## config.mk

```make
export PLATFORM = sky130hd
export DESIGN_NAME = cix32_simd_sched
export DESIGN_NICKNAME = d
export VERILOG_FILES = /design/src/rtl/cix32_simd_pkg.sv /design/src/rtl/cix32_simd_opq.sv /design/src/rtl/cix32_simd_sched.sv
export SDC_FILE = /design/constraint.sdc
export NUM_CORES = 1
export LEC_CHECK = 0
export CAP_MARGIN = 20
export CORE_ASPECT_RATIO = 1.4
export CORE_MARGIN = 5
export CORE_UTILIZATION = 30
export DETAILED_ROUTE_END_ITERATION = 10
export PLACE_DENSITY = 0.51
export SLEW_MARGIN = 20
export SYNTH_ARGS = -nofsm -noshare
export SYNTH_HDL_FRONTEND = slang
export SYNTH_SLANG_ARGS = --single-unit
```

## constraint.sdc

```tcl
create_clock -name clk -period 3.5 [get_ports clk]
set_input_delay 0.525 -clock clk [delete_from_list [all_inputs] [get_ports clk]]
set_output_delay 0.525 -clock clk [all_outputs]
set_load 0.03 [all_outputs]
```

## src/rtl/cix32_simd_pkg.sv

```systemverilog
// rtl/cix32_simd_pkg.sv - shared types for the CIX-32 SIMD issue scheduler
package cix32_simd_pkg;

  localparam int SIMD_OP_W = 5;

  typedef enum logic [SIMD_OP_W-1:0] {
    PADDB  = 5'h00,
    PADDW  = 5'h01,
    PADDD  = 5'h02,
    PSUBB  = 5'h03,
    PSUBW  = 5'h04,
    PMULLW = 5'h05,
    PAND   = 5'h06,
    POR    = 5'h07,
    PXOR   = 5'h08,
    ADDPS  = 5'h09,
    SUBPS  = 5'h0a,
    MULPS  = 5'h0b,
    DIVPS  = 5'h0c,
    MAXPS  = 5'h0d,
    MINPS  = 5'h0e,
    CMPPS  = 5'h0f
  } simd_op_t;

  typedef enum logic [2:0] {
    MODE_MMX  = 3'd0,
    MODE_SSE  = 3'd1,
    MODE_SSE2 = 3'd2,
    MODE_SSE3 = 3'd3
  } simd_mode_t;

  typedef struct packed {
    simd_op_t   op;
    simd_mode_t mode;
    logic [2:0] src;
    logic [2:0] dst;
  } simd_req_t;

  typedef enum logic [1:0] {
    IDLE  = 2'd0,
    WAIT  = 2'd1,
    FAULT = 2'd2
  } sched_state_t;

  function automatic simd_req_t make_req(input logic [SIMD_OP_W-1:0] op,
                                         input logic [2:0] mode,
                                         input logic [2:0] src,
                                         input logic [2:0] dst);
    simd_req_t r;
    r.op   = simd_op_t'(op);
    r.mode = simd_mode_t'(mode);
    r.src  = src;
    r.dst  = dst;
    return r;
  endfunction

endpackage

```

## src/rtl/cix32_simd_opq.sv

```systemverilog
// rtl/cix32_simd_opq.sv - in-order op queue, two write ports (port 0 first) and one read port
module cix32_simd_opq
  import cix32_simd_pkg::*;
#(
  parameter int DEPTH = 4
) (
  input  logic                     clk,
  input  logic                     rst,
  input  logic                     clear,
  input  logic [1:0]               wr_en,
  input  simd_req_t                wr_data0,
  input  simd_req_t                wr_data1,
  input  logic                     rd_en,
  output simd_req_t                rd_data,
  output logic [$clog2(DEPTH):0]   count
);

  localparam int AW = $clog2(DEPTH);
  localparam int CW = AW + 1;

  simd_req_t      mem [DEPTH];
  logic [AW-1:0]  wr_ptr;
  logic [AW-1:0]  rd_ptr;
  logic [CW-1:0]  n_wr;
  logic [AW-1:0]  wr_ptr1;

  assign n_wr    = CW'(wr_en[0]) + CW'(wr_en[1]);
  assign wr_ptr1 = wr_en[0] ? wr_ptr + AW'(1) : wr_ptr;
  assign rd_data = mem[rd_ptr];

  // Storage is not reset; only entries below count are ever read.
  always_ff @(posedge clk) begin
    if (!rst && !clear) begin
      if (wr_en[0]) mem[wr_ptr] <= wr_data0;
      if (wr_en[1]) mem[wr_ptr1] <= wr_data1;
    end
  end

  always_ff @(posedge clk) begin
    if (rst || clear) begin
      wr_ptr <= '0;
      rd_ptr <= '0;
      count  <= '0;
    end else begin
      wr_ptr <= wr_ptr + AW'(n_wr);
      if (rd_en) rd_ptr <= rd_ptr + AW'(1);
      count <= count + n_wr - CW'(rd_en);
    end
  end

endmodule

```

## src/rtl/cix32_simd_sched.sv

```systemverilog
// rtl/cix32_simd_sched.sv - U/V round-robin issue scheduler for the non-pipelined SIMD unit
module cix32_simd_sched
  import cix32_simd_pkg::*;
#(
  parameter int QDEPTH  = 4,
  parameter int TIMEOUT = 64,
  parameter int OP_W    = SIMD_OP_W
) (
  input  logic                      clk,
  input  logic                      rst,
  input  logic [1:0]                req_valid,
  output logic [1:0]                req_ready,
  input  logic [2*OP_W-1:0]         req_op,
  input  logic [5:0]                req_mode,
  input  logic [5:0]                req_src,
  input  logic [5:0]                req_dst,
  input  logic                      flush,
  output logic                      unit_start,
  output logic [OP_W-1:0]           unit_op,
  output logic [2:0]                unit_mode,
  output logic [2:0]                unit_src,
  output logic [2:0]                unit_dst,
  input  logic                      unit_busy,
  input  logic                      unit_done,
  output logic [$clog2(QDEPTH):0]   q_count,
  output logic                      sched_fault
);

  localparam int CW   = $clog2(QDEPTH) + 1;
  localparam int WD_W = $clog2(TIMEOUT);

  sched_state_t    state;
  logic [WD_W-1:0] wd_cnt;
  logic            rr;
  logic [1:0]      grant;
  logic            launch;
  simd_req_t       req_u;
  simd_req_t       req_v;
  simd_req_t       head;

  assign req_u = make_req(req_op[OP_W-1:0], req_mode[2:0], req_src[2:0], req_dst[2:0]);
  assign req_v = make_req(req_op[2*OP_W-1:OP_W], req_mode[5:3], req_src[5:3], req_dst[5:3]);

  // Ready looks only at registered occupancy; the same-cycle pop is not credited.
  always_comb begin
    req_ready = 2'b00;
    if (!rst && !flush) begin
      if (q_count <= CW'(QDEPTH - 2))
        req_ready = 2'b11;
      else if (q_count == CW'(QDEPTH - 1))
        req_ready = rr ? 2'b10 : 2'b01;
    end
  end

  assign grant  = req_valid & req_ready;
  assign launch = (state == IDLE) && (q_count != '0) && !unit_busy && !sched_fault && !flush;

  cix32_simd_opq #(.DEPTH(QDEPTH)) u_opq (
    .clk      (clk),
    .rst      (rst),
    .clear    (flush),
    .wr_en    (grant),
    .wr_data0 (req_u),
    .wr_data1 (req_v),
    .rd_en    (launch),
    .rd_data  (head),
    .count    (q_count)
  );

  // Pointer only moves on a contested single grant; it then favours the loser.
  always_ff @(posedge clk) begin
    if (rst)
      rr <= 1'b0;
    else if (grant == 2'b01 && req_valid[1])
      rr <= 1'b1;
    else if (grant == 2'b10 && req_valid[0])
      rr <= 1'b0;
  end

  always_ff @(posedge clk) begin
    if (rst) begin
      state       <= IDLE;
      wd_cnt      <= '0;
      sched_fault <= 1'b0;
      unit_start  <= 1'b0;
      unit_op     <= '0;
      unit_mode   <= '0;
      unit_src    <= '0;
      unit_dst    <= '0;
    end else begin
      unit_start <= 1'b0;
      if (flush) begin
        state       <= IDLE;
        wd_cnt      <= '0;
        sched_fault <= 1'b0;
      end else begin
        case (state)
          IDLE: begin
            if (launch) begin
              state      <= WAIT;
              wd_cnt     <= '0;
              unit_start <= 1'b1;
              unit_op    <= OP_W'(head.op);
              unit_mode  <= head.mode;
              unit_src   <= head.src;
              unit_dst   <= head.dst;
            end
          end
          WAIT: begin
            if (unit_done) begin
              state <= IDLE;
            end else if (wd_cnt == WD_W'(TIMEOUT - 1)) begin
              sched_fault <= 1'b1;
              state       <= FAULT;
            end else begin
              wd_cnt <= wd_cnt + WD_W'(1);
            end
          end
          FAULT:   state <= FAULT;
          default: state <= IDLE;
        endcase
      end
    end
  end

endmodule

```

==> run metrics, run 1 <==
Iter 0 DRT Violations 139; wire per inst approximately 17 um; Final ANT Viol Nets 0; Initial Util 0.3027; CTS tree done; Nets between 400 and 500; largest net degree at the start of global routing 20; DIE WIDTH 111.6 um; Unique masters post-synth between 40 and 50; TritonRoute pass-1 iters 4; I/O pin cnt 56; Area Growth Syn to Fin 25.84%; setup_tns 0 ns; area occupied by registers approximately 2300 um^2; Fillers 1410; Worst EP required just under 3 ns; clk slew on worst S/H paths 0.06 ns; CP max-delay cell clkdlybuf4s50_1; Layout Cells excl Fill between 500 and 600; ANT cells 0; DRC viols 0; placed inst area 5164 um^2; core area ~14000 um^2; Setup Fix Bufs, Post-CTS 0; Primary FF master, synth edfxtp_1; critical path's largest stage delay between 0.6 and 0.7 ns; drt total wl between 9000 and 10000 um; first-pass GRT wire length about 16000 um; Pwr Density about 420 nW/um^2; Clock Path Buffers 2; Tightest Hold Check Type reg2reg; synthesized area ~4300 um^2; overall power consumption around 2.3 mW; status complete, no violations; via count roughly 2700; die area 16980 um^2; final hold violation count 0; YS warnings 0; Pleak 1.832 nW; Least-Margin Pin Slew 0.8334 ns; Post-Synthesis Cells 325; peak supply drop about 0.22 mV; CP most frequent cell clkdlybuf4s50_1; area of the multi-input gates between 1500 and 2000 um^2; crit path time final 2.903 ns; vias in the first global route roughly 2900; Critical Path AT ~2.4 ns; Final HPWL DP 6790 um; CP cell instances clkdlybuf4s50_1 -> or2_2 -> buf_4 -> nor3_1 -> clkdlybuf4s50_1; share of the yosys chip area belonging to registers 0.5360; initial antenna violation count 0; CTS buffer count 9; Syn Area/Cell about 13 um^2; global route overflow 0; H-tree levels 3; fin. max-slew vios 0; Total Routing Usage GR 0.1205; Clock Skews approximately 0.0074 ns; fraction of registers with async set/reset 0; Final Cycle Share 0.8293; die height 152.2 um; critical path startpoint category input pin; syn_nets ~370; design area between 5000 and 6000 um^2; endpoints failing setup 0; critical path class in2out; Worst setup EP type primary output; EDFF count, synth 56; GPL Wtd Cong approximately 0.79; share of layout cells above drive strength 1 0.2727; fmax between 300 and 400 MHz; PostCTS Resize Cnt 0; CTS Hold Bufs 0; # port buffers 55; Worst-Skew Late Latency between 0.3 and 0.4 ns; clock sink total 88; placed insts 569; max_cap viols 0; Worst Path Max Fanout 14; row cnt 52; flops & latches, synth 88; Slew HR 0.4436; clock root cell clkbuf_16; RSZ-0062 raised after global routing false; Vias/cell approximately 4.7
## path summary, 6_finish.rpt
check	cells past startpoint	from	endpoint	slack, ns
worst max-delay path	5	rst	req_ready[1]	0.60
worst min register to register	2	unit_op[3]	unit_op[3]	0.45
worst max register to register	11	state[0]	u_opq.count[2]	0.88
worst min-delay path	2	unit_op[3]	unit_op[3]	0.45
## routing by layer
layer,track usage,up-vias,share of wire
met2,0.2160,41,0.54
met3,0.02781,12,0.030
met1,0.1371,1356,0.41
met4,0.04928,0,0.019
met5,0,-,0
li1,-,1337,-
## cell usage in the layout (no fill, tap or decap), drive strengths merged, types with 6 or more instances in the layout
cell type      count
mux2              57
edfxtp            56
clkdlybuf4s50     55
nand2             33
dfxtp             32
a21oi             23
buf               15
mux4              14
clkbuf            14
inv               13
ha                12
nor2              10
nor3               6
xnor2              6
o21ai              6
## cell type report
cell class                      instances  area share
Multi-Input combinational cell        208      0.3417
Inverter                               14    0.009867
Clock inverter                          2    0.002295
Tap cell                              189     0.04337
Sequential cell                        88      0.4259
Timing Repair Buffer                   70      0.1262
Clock buffer                           14     0.05071
## sequential cells by signal, indices dropped and copies added (netlist names)
signal and count:
u_opq.count 3, unit_start 1, unit_mode 3, wd_cnt 6, state 2, unit_dst 3, unit_op 5, sched_fault 1
u_opq.rd_ptr 2, u_opq.wr_ptr 2, unit_src 3, rr 1, u_opq.mem 56
## synth_stat cells, drive strengths merged, types with 2 or more instances
cell	count	share of area
o21ai	6	0.0069
a21oi	23	0.030
inv	13	0.011
o21a	2	0.0035
clkbuf	4	0.0035
dfxtp	32	0.15
buf	11	0.020
a21o	2	0.0038
a311oi	4	0.0081
nor3	6	0.0069
nor2	10	0.0087
and2	4	0.0058
mux4	14	0.073
xnor2	6	0.012
nor4	3	0.0043
a21boi	2	0.0035
nor3b	2	0.0035
nand2	33	0.029
and3	4	0.0058
or4	2	0.0052
mux2	57	0.16
nand3	3	0.0035
edfxtp	56	0.39
nand2b	3	0.0043
ha	12	0.035
## power by group
group / leakage, nW / switching, mW / internal (mW)
logic: 0.925 / 0.103 / 0.120
registers: 0.766 / 0.0104 / 1.13
clock network: 0.141 / 0.379 / 0.546
## per-stage QoR
stage	utilization	worst slack, ns	hold slack, ns
after floorplan	-	0.01833	0.4561
after global placement	0.3608	0.3020	0.4500
after detailed placement	0.3608	0.2648	0.4494
after CTS	0.3809	0.5688	0.4582
after global routing	0.3809	0.4968	0.4753
final	0.3809	0.5973	0.4544
## cell families (layout without fill, tap and decap cells)
| logic type | Yosys count | count (layout) | synth area share |
|---|---|---|---|
| AO/OA/AOI/OAI | 41 | 41 | 0.05920 |
| adder cells (fa/ha/maj) | 13 | 13 | 0.03927 |
| AND/OR/NAND/NOR | 77 | 77 | 0.08923 |
| multiplexers | 71 | 71 | 0.2287 |
| buffers and inverters | 29 | 100 | 0.03552 |
| XOR/XNOR | 6 | 6 | 0.01213 |
| flip-flops | 88 | 88 | 0.5359 |
## critical path: cells and delay by family
kind / cells / cell delay, ns
simple gates: 2 / 0.50
buf+inv: 3 / 1.35
Power figures use the tool's default switching activity.
==> inputs of run 2 (changes only) <==
--- a/config.mk
+++ b/config.mk
@@ -10,7 +10,7 @@
 export CORE_MARGIN = 5
 export CORE_UTILIZATION = 30
 export DETAILED_ROUTE_END_ITERATION = 10
-export PLACE_DENSITY = 0.51
+export PLACE_DENSITY = 0.52
 export SLEW_MARGIN = 20
 export SYNTH_ARGS = -nofsm -noshare
 export SYNTH_HDL_FRONTEND = slang
==> constraint.sdc (replaced) <==
create_clock -name clk -period 2.4 [get_ports clk]
set_input_delay 0.36 -clock clk [delete_from_list [all_inputs] [get_ports clk]]
set_output_delay 0.36 -clock clk [all_outputs]
set_load 0.03 [all_outputs]
==> run 2 against run 1 <==
- the flow now finishes with violations (negative setup slack)
- first-iteration DRC count shrank 36%
- core utilization grew 2.7 points
- clock power grew 72%
- highest routed layer unchanged
==> run metrics, run 2 (same netlist as run 1, synthesis figures left out) <==
Pleak 2.025 nW (+11%); Vias/cell 4.714 (+0.42%); RSZ-0062 raised after global routing true; sequential power share 0.458 (-0.040); clock sink total 88 (unchanged); Tightest Hold Check Type in2reg; GPL Wtd Cong 0.7503 (-5.4%); fin. max-slew vios 0 (unchanged); I/O pin cnt 56 (unchanged); row cnt 52 (unchanged); Final Cycle Share 1.034; peak supply drop 0.2607 mV (+20%); via count 2880 (+4.9%); die height 152.2 um (unchanged); Fillers 1380 (-2.1%); Comb pwr share 0.104 (+0.007); Initial Util 0.3027 (unchanged); Total Routing Usage GR 0.1236 (+0.003063); Top reg by flops u_opq.mem; CP max-delay cell clkdlybuf4s50_1; drt total wl 10160 um (+4.9%); Final WS setup -0.08154 ns (-0.6788 ns); CTS buffer count 9 (unchanged); max_cap viols 0 (unchanged); CP cell instances clkdlybuf4s50_1 -> or2_4 -> a311oi_4 -> and2_4 -> ha_4 -> inv_4 -> ha_4 -> fa_2 -> xnor2_2 -> xnor2_1 -> nor2_1; Pwr Density 619.2 nW/um^2 (+48%); Top Registers u_opq.mem (56), wd_cnt (6), unit_op (5); critical path class in2reg; Top Layer Used met4; TritonRoute pass-1 iters 4 (unchanged); final hold slack 0.4310 ns (-0.02344 ns); placed insts 595 (+4.6%); largest net degree at the start of global routing 20 (unchanged); violations in the final reports negative setup slack; Sw Share 0.2062 (-0.008999); design area 5846 um^2 (+7.2%); Iter 0 DRT Violations 89 (-36%); clk slew on worst S/H paths 0.06 ns (about the same); Clock Path Buffers 2 (unchanged); endpoints failing setup 1 (+1); Largest register FFs 56 (unchanged); final hold violation count 0 (unchanged); status complete, but fails checks; routed length on met2 5513 um (+5.3%); Worst-Skew Late Latency 0.33 ns (about the same); Worst Path Max Fanout 4 (-10); Worst setup EP type flip-flop; H-tree levels 3 (unchanged); Area Growth Syn to Fin 34.91%; critical path's largest stage delay 0.47 ns (-0.22 ns); global route overflow 0 (unchanged); # port buffers 55 (unchanged); DRT met1 WL 4116 um (+3.7%); most common cell after layout, fill and taps aside edfxtp_1; Worst Path Buf+Inv 2 (-1); CTS Hold Bufs 0 (unchanged); critical path startpoint category input pin; Final ANT Viol Nets 0 (unchanged); clock share of power 0.438 (+0.033); CP most frequent cell ha_4; wire per inst 16.62 um (+0.40%); first-pass GRT wire length 16330 um (+2.2%); crit path time final between 2 and 2.5 ns; Final HPWL DP 7181 um (+5.8%); Worst EP required 2.62 ns (-0.35 ns); Nets 465 (+5.9%); fmax slightly above 400 MHz; initial antenna violation count 0 (unchanged); Pint 2.873 mW (+60%); Clock Skews 0.006190 ns (-0.001200 ns); share of layout cells above drive strength 1 0.3602 (+0.08746); Setup Fix Bufs, Post-CTS 0 (unchanged); vias in the first global route 3053 (+4.3%); placed inst area 5498 um^2 (+6.5%); total net switching power 0.7464 mW (+52%); Critical Path AT 2.70 ns (+0.32 ns); worst slack, placed -0.5974 ns (-0.8622 ns); CP top delay family adder cells; CTS tree done; die area 16980 um^2 (unchanged); DIE WIDTH 111.6 um (unchanged); core area 14310 um^2 (unchanged); Least-Margin Pin Slew 0.6243 ns (-0.2091 ns); fin util 0.4084 (+0.02745); most frequent cells in the layout edfxtp_1 (56), clkdlybuf4s50_1 (52), mux2_2 (47), buf_4 (37), nand2_1 (33); Layout Cells excl Fill 611 (+4.4%); clock root cell clkbuf_16; Slew HR 0.5794 (+0.1358); DRC viols 0 (unchanged); met3 WL 387 um (+32%); ANT cells 0 (unchanged)
[run 2: cell types whose count changed in the layout (fill, tap and decap cells not counted), sizes merged]
cell	previous run	this run
clkinvlp	1	0
clkbuf	14	11
buf	15	43
dlymetal6s2s	0	1
clkdlybuf4s50	55	52
inv	13	14
bufinv	0	3
[run 2: final timing paths]
| path | from | endpoint | slack, ns | cells past startpoint |
|---|---|---|---|---|
| worst min-delay path | unit_busy | unit_start | 0.43 | 4 |
| worst max register to register | state[0] | u_opq.count[2] | -0.08 | 11 |
| worst min register to register | unit_op[0] | unit_op[0] | 0.46 | 2 |
| worst max-delay path | flush | u_opq.count[2] | -0.08 | 11 |
[run 2: area by class of cell]
| class | instances | area [um^2] | share of cell area |
|---|---|---|---|
| tap | 189 | 236.5 | 0.04045 |
| multi-input combinational | 208 | 1954 | 0.3343 |
| clock buffer | 11 | 232.7 | 0.03981 |
| clock inverter | 5 | 103.9 | 0.01777 |
| sequential | 88 | 2327 | 0.3981 |
| timing repair buffer | 96 | 930.9 | 0.1592 |
| inverter | 14 | 60.06 | 0.01027 |
[run 2: repair_timing]
item                                    CTS  global route
pin swaps                                 6             1
endpoints found under the setup margin    2             2
resized for setup                         1             3
[run 2: tightest hold or removal path, stage by stage]
cell and delay (ns):
dlymetal6s2s_1 0.08, or4_4 0.12, buf_4 0.11, nor3_1 0.05
[run 2: power by group through the flow]
stage,Combinational [mW],Sequential [mW],Clock (mW)
after floorplan,0.186,1.71,0
after global placement,0.374,1.69,0
after detailed placement,0.379,1.69,0
after CTS,0.382,1.66,1.62
after global routing,0.408,1.66,1.69
final,0.375,1.66,1.59
[run 2: routing by layer]
| metal | vias to the layer above | GRT usage |
|---|---|---|
| li1 | 1394 | - |
| met1 | 1415 | 0.1445 |
| met2 | 63 | 0.2246 |
| met3 | 8 | 0.02225 |
| met4 | 0 | 0.04464 |
| met5 | - | 0 |
[run 2: per-stage QoR]
stage	TNS [ns]	power [mW]
finish	-0.08154	3.619
global route	-0.2459	3.762
CTS	-0.1153	3.663
detailed placement	-7.491	2.071
global placement	-5.576	2.065
floorplan	-0.4935	1.892
